<file path="src/rtl/mips_rf_pkg.sv">
// Shared definitions for the multi-port MIPS register file.
// Holds the parameter defaults used by mips_regfile_mp and the
// dump controller, plus the dump state encoding.
package mips_rf_pkg;

  localparam int DATA_W_DEF = 32;
  localparam int DEPTH_DEF  = 32;
  localparam int NRD_DEF    = 2;
  localparam int NWR_DEF    = 1;
  localparam int BYPASS_DEF = 1;

  // Dump controller states.
  typedef enum logic [1:0] {
    IDLE = 2'd0,
    DUMP = 2'd1,
    DONE = 2'd2
  } dump_state_t;

endpackage

</file>
<file path="src/rtl/mips_rf_dump_ctrl.sv">
// Dump sequencer for the register file.
// Walks an index from 0 to DEPTH-1, presenting one beat per index with a
// valid/ready handshake, then pulses dump_done for one cycle.
// Ports:
//   CLK, reset   - clock, synchronous active-high reset
//   dump_start   - one-cycle request, honoured only in IDLE
//   dump_ready   - consumer accepts the current beat
//   dump_valid   - beat valid (registered)
//   dump_addr    - current beat index (registered)
//   dump_busy    - high in DUMP and DONE (registered)
//   dump_done    - one-cycle pulse after the last beat (registered)
module mips_rf_dump_ctrl
  import mips_rf_pkg::*;
#(
  parameter int DEPTH = DEPTH_DEF,
  localparam int AW = $clog2(DEPTH)
) (
  input  logic          CLK,
  input  logic          reset,
  input  logic          dump_start,
  input  logic          dump_ready,
  output logic          dump_valid,
  output logic [AW-1:0] dump_addr,
  output logic          dump_busy,
  output logic          dump_done
);

  localparam logic [AW-1:0] LAST_IDX = AW'(DEPTH - 1);

  dump_state_t   state_r;
  logic [AW-1:0] index_r;
  logic          valid_r;
  logic          busy_r;
  logic          done_r;

  // State, beat index and handshake outputs advance together so every output is registered.
  always_ff @(posedge CLK) begin
    if (reset) begin
      state_r <= IDLE;
      index_r <= '0;
      valid_r <= 1'b0;
      busy_r  <= 1'b0;
      done_r  <= 1'b0;
    end else begin
      case (state_r)
        IDLE: begin
          if (dump_start) begin
            state_r <= DUMP;
            index_r <= '0;
            valid_r <= 1'b1;
            busy_r  <= 1'b1;
            done_r  <= 1'b0;
          end
        end
        DUMP: begin
          // Beat accepted: move on, or finish after the last register.
          if (valid_r && dump_ready) begin
            if (index_r == LAST_IDX) begin
              state_r <= DONE;
              valid_r <= 1'b0;
              done_r  <= 1'b1;
            end else begin
              index_r <= index_r + AW'(1);
            end
          end
        end
        DONE: begin
          state_r <= IDLE;
          index_r <= '0;
          busy_r  <= 1'b0;
          done_r  <= 1'b0;
        end
        default: begin
          state_r <= IDLE;
          index_r <= '0;
          valid_r <= 1'b0;
          busy_r  <= 1'b0;
          done_r  <= 1'b0;
        end
      endcase
    end
  end

  assign dump_valid = valid_r;
  assign dump_addr  = index_r;
  assign dump_busy  = busy_r;
  assign dump_done  = done_r;

endmodule

</file>
<file path="src/rtl/mips_regfile_mp.sv">
// Multi-port MIPS-style register file with register 0 hardwired to zero,
// optional write-to-read forwarding, a 16-bit test tap and a streaming dump.
// Ports:
//   CLK, reset          - clock, synchronous active-high reset
//   RA / RD             - NRD combinational read ports (packed, port i at i*width)
//   WE / WA / WD        - NWR write ports, higher index wins on address clash
//   test_sel/test_value - low 16 bits of stored register test_sel
//   dump_*              - valid/ready stream of every register, see mips_rf_dump_ctrl
module mips_regfile_mp
  import mips_rf_pkg::*;
#(
  parameter int DATA_W = DATA_W_DEF,
  parameter int DEPTH  = DEPTH_DEF,
  parameter int NRD    = NRD_DEF,
  parameter int NWR    = NWR_DEF,
  parameter int BYPASS = BYPASS_DEF,
  localparam int AW = $clog2(DEPTH)
) (
  input  logic                  CLK,
  input  logic                  reset,
  input  logic [NRD*AW-1:0]     RA,
  output logic [NRD*DATA_W-1:0] RD,
  input  logic [NWR-1:0]        WE,
  input  logic [NWR*AW-1:0]     WA,
  input  logic [NWR*DATA_W-1:0] WD,
  input  logic [AW-1:0]         test_sel,
  output logic [15:0]           test_value,
  input  logic                  dump_start,
  output logic                  dump_valid,
  input  logic                  dump_ready,
  output logic [AW-1:0]         dump_addr,
  output logic [DATA_W-1:0]     dump_data,
  output logic                  dump_busy,
  output logic                  dump_done
);

  localparam int TW = (DATA_W < 16) ? DATA_W : 16;

  logic [DATA_W-1:0] mem_r [DEPTH];
  logic              dump_valid_s;
  logic [AW-1:0]     dump_idx_s;

  // Storage: later write ports are applied last, so the higher index wins a clash.
  always_ff @(posedge CLK) begin
    if (reset) begin
      for (int k = 0; k < DEPTH; k++) begin
        mem_r[k] <= '0;
      end
    end else begin
      for (int j = 0; j < NWR; j++) begin
        if (WE[j] && (WA[j*AW +: AW] != '0)) begin
          mem_r[WA[j*AW +: AW]] <= WD[j*DATA_W +: DATA_W];
        end
      end
    end
  end

  // Read ports: address 0 reads zero; forwarding scans ports in ascending order so the highest matching writer wins.
  always_comb begin
    logic [AW-1:0]     ra_v;
    logic [DATA_W-1:0] rd_v;
    RD   = '0;
    ra_v = '0;
    rd_v = '0;
    for (int i = 0; i < NRD; i++) begin
      ra_v = RA[i*AW +: AW];
      rd_v = (ra_v == '0) ? '0 : mem_r[ra_v];
      for (int j = 0; j < NWR; j++) begin
        rd_v = ((BYPASS != 0) && WE[j] && (WA[j*AW +: AW] == ra_v) && (ra_v != '0))
               ? WD[j*DATA_W +: DATA_W] : rd_v;
      end
      RD[i*DATA_W +: DATA_W] = rd_v;
    end
  end

  // Test tap reads stored contents only; narrow registers are zero-extended.
  assign test_value = 16'(mem_r[test_sel][TW-1:0]);

  mips_rf_dump_ctrl #(
    .DEPTH(DEPTH)
  ) u_dump_ctrl (
    .CLK        (CLK),
    .reset      (reset),
    .dump_start (dump_start),
    .dump_ready (dump_ready),
    .dump_valid (dump_valid_s),
    .dump_addr  (dump_idx_s),
    .dump_busy  (dump_busy),
    .dump_done  (dump_done)
  );

  // Beat data is read live from storage so an accepted beat shows that cycle's contents.
  assign dump_valid = dump_valid_s;
  assign dump_addr  = dump_idx_s;
  assign dump_data  = dump_valid_s ? mem_r[dump_idx_s] : '0;

endmodule

</file>
<file path="config.mk">
export PLATFORM = sky130hd
export DESIGN_NAME = mips_regfile_mp
export DESIGN_NICKNAME = d
export VERILOG_FILES = /design/src/rtl/mips_rf_pkg.sv /design/src/rtl/mips_rf_dump_ctrl.sv /design/src/rtl/mips_regfile_mp.sv
export SDC_FILE = /design/constraint.sdc
export NUM_CORES = 2
export LEC_CHECK = 0
export BUFFER_PORTS_ARGS = -buffer_cell sky130_fd_sc_hd__buf_2
export CAP_MARGIN = 15
export CORE_AREA = 2 2 445 447
export DETAILED_ROUTE_END_ITERATION = 10
export DIE_AREA = 0 0 447 449
export HOLD_SLACK_MARGIN = 0.05
export MAX_ROUTING_LAYER = met4
export PLACE_DENSITY_LB_ADDON = 0.1
export SYNTH_ARGS = -nofsm -noshare
export SYNTH_HDL_FRONTEND = slang
export SYNTH_HIERARCHICAL = 1
export SYNTH_SLANG_ARGS = --single-unit
export TNS_END_PERCENT = 100
</file>
<file path="constraint.sdc">
create_clock -name CLK -period 6.9 [get_ports CLK]
set_input_delay 0.69 -clock CLK [delete_from_list [all_inputs] [get_ports CLK]]
set_output_delay 0.69 -clock CLK [all_outputs]
set_load 0.01 [all_outputs]
</file>
# == Word-level counts from Yosys, hierarchy flattened ==
# Memory sizes are Yosys's and may differ from the RTL's. A register that Yosys moved wholly into a read port is not among the register bits.
# Index checks and enable logic that the tools add are counted.
# totals
ff_bits,10
ramBits,1024
in_bits,57
output_inout_bits,120
word_cells,67
mem_count,1
# mem_list
name,depth,width,read_ports,rd_clocked_by_memory_dff,wr,line_no,text
mem_r,32,32,4,1,32,mips_regfile_mp.sv:39,logic [DATA_W-1:0] mem_r [DEPTH];
# op_classes
add_sub_neg,1
n_eq_ne,9
n_mux,32
bitwise,2
n_reduce_logical,17
# ops
cell,n
2-to-1 mux 32 bit,6
OR reduction 32 bit,1
2-to-1 mux 5 bit,6
nonzero test 5 bit,3
2-to-1 mux 1 bit,12
equality test 5 bit,2
zero test 5 bit,2
case mux 5 bit (2 select lines),1
logical AND 1 bit,6
2-to-1 mux 2 bit,3
AND reduction 3 bit,2
"adder 5 x 1 -> 5 bit, second input constant",1
"equality test 5 bit, second input constant",1
"!= test 2 x 1 -> 1 bit, second input constant",2
"!= test 2 bit, second input constant",2
case mux 1 bit (2 select lines),2
case mux 2 bit (2 select lines),1
AND reduction 4 bit,1
case mux 1 bit (3 select lines),1
"equality test 2 x 1 -> 1 bit, second input constant",1
"equality test 2 bit, second input constant",1
zero test 2 bit,1
NOT 1 bit,2
AND reduction 2 bit,1

# == Logic depth before layout (Yosys ltp) ==
# depth
word_depth,7
depth_mapped,9
ltp_nobuf,6

# == Hierarchy ==
# The synthesis kept the hierarchy.
# modules_own_cells
mod,n_inst,cells_each,area_per_inst_um2,seq_area_each_um2
mips_regfile_mp,1,4641,67686.2,30749.5
mips_rf_dump_ctrl,1,52,442.9,180.2

# == Worst setup path after synthesis ==
# Ideal clock, no wire load.
# synth_path
path_kind,input-to-output
start,input port test_sel[1]
end,output port test_value[0]
arrival_ns,2.449
required_time_ns,6.210
slack_ns,3.761
cell_stages,5
path_buffers,2
cell_sequence,clkbuf_1 buf_1 mux4_2 mux4_2 mux2_2
# synth_via
elab_chain_len,1
# synth_lines
element,line_no,text
from (decl),mips_regfile_mp.sv:26,"input logic [AW-1:0] test_sel,"
memory (32 x 32 bit),n/a,
to (decl),mips_regfile_mp.sv:27,"output logic [15:0] test_value,"
# No other way between the ends.

# == Final worst setup path ==
# layout_path
start,input port RA[5]
end,output port RD[56]
# layout_via
elab_chain_len,4
elab_cells_between_ends,8
cone_classes,eq/ne (1); mux (2); reduce/logical (4); memory (1)
# layout_lines
element,line_no,text
from (decl),mips_regfile_mp.sv:21,"input logic [NRD*AW-1:0] RA,"
"parallel branches: the longest is 3 deep, another holds memory (32 x 32 bit)",n/a,
2-to-1 mux 32 bit *,mips_regfile_mp.sv:70,? WD[j*DATA_W +: DATA_W] : rd_v;
to (decl),mips_regfile_mp.sv:22,"output logic [NRD*DATA_W-1:0] RD,"
# Every way passes the cells marked *.

==> results_dict.tcl <==
set metrics [dict create \
    cts_tree "built" \
    die_h_um 449 \
    area_growth_pct 12.3 \
    dr_total_vias 50300 \
    clock.fmax_ghz 0.202 \
    fin_setup_tns_ps 0 \
    layout.cells.non_filler 7466 \
    p_leak_uw 0.0254 \
    placed_area_mm2 0.0722 \
    grt_pass1_vias 48100 \
    grt_usage_pct 35.2 \
    viasPerCell 6.74 \
    setup_viol 0 \
    cts_max_path_buffers 3 \
    worstMarginPinSlew_ps 1270 \
    fin_crit_sh_pct 71.8 \
    ir_drop_mv 0.240 \
    yosysWarningCount 6 \
    drv_cap 0 \
    path_class "in2out" \
    clkTransAtPathRegs_ps 50 \
    synthArstFlopShare_pct 0 \
    port_buffers 176 \
    die_x_um 447 \
    cts_setup_buffers 0 \
    cp-end-kind "primary output" \
    grt_setup_unrepaired "false" \
    place_hpwl_mm 196 \
    synth.top_cell.area_share_pct 45.1 \
    synthCells 4693 \
    cts_buffers 134 \
    cp.required_ps 6210 \
    report.final.hold_viol_count 0 \
    ys_ff_latch 1033 \
    grt_overflow 0 \
    pin_count 177 \
    fin_crit_ps 4950 \
    place_congestion 0.870 \
    cp.arrival_ps 4260 \
    dieArea_mm2 0.201 \
    relSlewSlack_pct 15.3 \
    ant_nets 0 \
    synth_area_mm2 0.0681 \
    finalMaxSlewViolations 0 \
    initial_core_util_pct 34.7 \
    root_buffer "clkbuf_16" \
    grt_max_degree 74 \
    nets 4717 \
    clk_latency_ps 770 \
    whs_ps 310 \
    placed_cells 7162 \
    cts_max_level 4 \
    drt-total-wl_mm 346 \
    synth_cell_types 52 \
    status "complete, no violations" \
    grt_first_pass_wirelength_mm 460 \
    cts_hold_buffers 0 \
    design_area_mm2 0.0765 \
    hp-class "in2reg" \
    synth-seq-area-share_pct 45.4 \
    antenna_found_initial 50 \
    postCtsResizedCells 0 \
    drt_first_pass_iters 6 \
    p_per_area_mw_per_mm2 228 \
    cts_sinks 1033 \
    synth_ff_type "edfxtp_1" \
    wl_per_cell_um 46.4 \
    synth_edf_count 1024 \
    start_kind "input pin" \
    synthTopCellsByArea "edfxtp_1 (45%), mux4_2 (27%), and2_1 (9.2%)" \
    drt_iter0_drc 8059 \
    netlist.top_cell.by_area "edfxtp_1" \
    drive_gt1_share_pct 30.6 \
    crit_fanout 40 \
    fin_skew_ps 2.14 \
    fp.coreArea_mm2 0.196 \
    core.rowCount 163 \
    drc 0 \
    postSynthAreaPerCell_um2 14.5 \
]
==> state kept, by name, summed over array words and instances (netlist names) <==
register / count
mem_r: 1024
u_dump_ctrl/dump_busy: 1
u_dump_ctrl/dump_valid: 1
u_dump_ctrl/dump_addr: 5
u_dump_ctrl/state_r: 2
==> cells by family (layout without fill, tap and decap cells) <==
group	Yosys count	in the layout	synth area share [%]
other	1	102	0.00550
multiplexers	1245	1245	33.6
flip-flops	1033	1033	45.4
XOR/XNOR	10	10	0.129
adder cells (fa/ha/maj)	2	2	0.0367
buffers and inverters	543	575	3.37
AO/OA/AOI/OAI	532	532	5.76
AND/OR/NAND/NOR	1327	1327	11.7
==> final cells by class <==
| class | count | area (µm²) |
|---|---|---|
| flip-flops and latches | 1033 | 30900 |
| well taps | 2640 | 3300 |
| inverters | 5 | 18.8 |
| multi-input cells | 3148 | 35500 |
| clock inverters | 64 | 503 |
| repair buffers | 336 | 2440 |
| diodes | 70 | 175 |
| clock buffers | 170 | 3640 |
| fillers | 18200 | 120000 |
==> layout by cell type (no fill, tap or decap), types with 5 or more instances in the layout <==
master / n
nor2_4: 35
a21oi_1: 66
and2_2: 5
xnor2_1: 10
diode_2: 70
nand2b_1: 9
conb_1: 32
a221oi_1: 8
o22ai_1: 43
nand3_1: 37
clkbuf_1: 29
clkinv_2: 13
and3_1: 34
buf_4: 140
nor2b_4: 10
or2_4: 32
buf_12: 20
mux4_2: 831
nor2_1: 66
clkinvlp_4: 7
bufinv_16: 8
buf_8: 7
buf_2: 166
o2111ai_1: 39
a22oi_1: 225
mux2i_1: 395
dfxtp_1: 5
inv_1: 5
edfxtp_1: 1024
clkbuf_16: 141
nand3b_1: 14
mux2_2: 19
nor2b_1: 38
nand2_1: 17
clkinv_1: 34
and2_1: 993
nor3_1: 13
a211oi_1: 75
a22o_1: 63
==> path summary, 6_finish.rpt <==
kind	startpoint	end	slack [ps]	cells after the start
min	dump_start	u_dump_ctrl/state_r[0]	310	4
max	RA[5]	RD[56]	1950	9
max reg2reg	u_dump_ctrl/dump_addr[0]	u_dump_ctrl/dump_addr[2]	4480	7
min reg2reg	u_dump_ctrl/dump_busy	u_dump_ctrl/dump_busy	470	2
==> through the flow <==
step	util [%]	setup slack, ps	power (µW)
after floorplan	-	3760	9260
after global placement	36.8	2000	10600
after detailed placement	36.8	1970	10600
after CTS	38.9	1960	17500
after global routing	38.9	1890	17800
final	39.0	1950	17500
==> worst max-delay path: stages <==
cell and delay [ps]:
buf_8 330, buf_4 650, xnor2_1 190, nand2_1 130
o21bai_4 940, buf_4 640, nor3_1 150, a22o_1 240
buf_2 140
==> synthesized netlist by cell type (all sizes together), types with 3 or more instances <==
| cell | count |
|---|---|
| nor2b | 49 |
| and3 | 34 |
| mux4 | 831 |
| mux2 | 19 |
| o21ai | 3 |
| nand3b | 14 |
| mux2i | 395 |
| o2111ai | 39 |
| o22ai | 43 |
| nor3 | 14 |
| or2 | 34 |
| a21oi | 66 |
| nand2 | 18 |
| edfxtp | 1024 |
| clkbuf | 347 |
| xnor2 | 10 |
| inv | 5 |
| nand3 | 37 |
| a22o | 63 |
| buf | 191 |
| dfxtp | 9 |
| nand2b | 9 |
| or3 | 5 |
| a211oi | 75 |
| and2 | 999 |
| nor2 | 101 |
| a22oi | 225 |
| a221oi | 8 |
==> routing by layer <==
metal	global-route usage (%)	vias up	share of wire [%]	routed length, µm
li1	-	18800	-	-
met1	45.0	26600	38	130000
met2	51.8	3995	45	157000
met3	8.13	842	11	37600
met4	19.2	0	6.1	21000
met5	-	-	0	0
==> where the power goes <==
part           internal, µW  total, µW  switching, µW
Combinational          1170       2920           1750
Clock                  4000       6950           2950
Sequential             7260       7590            335
Total                 12400      17500           5040
Power figures use the tool's default switching activity.
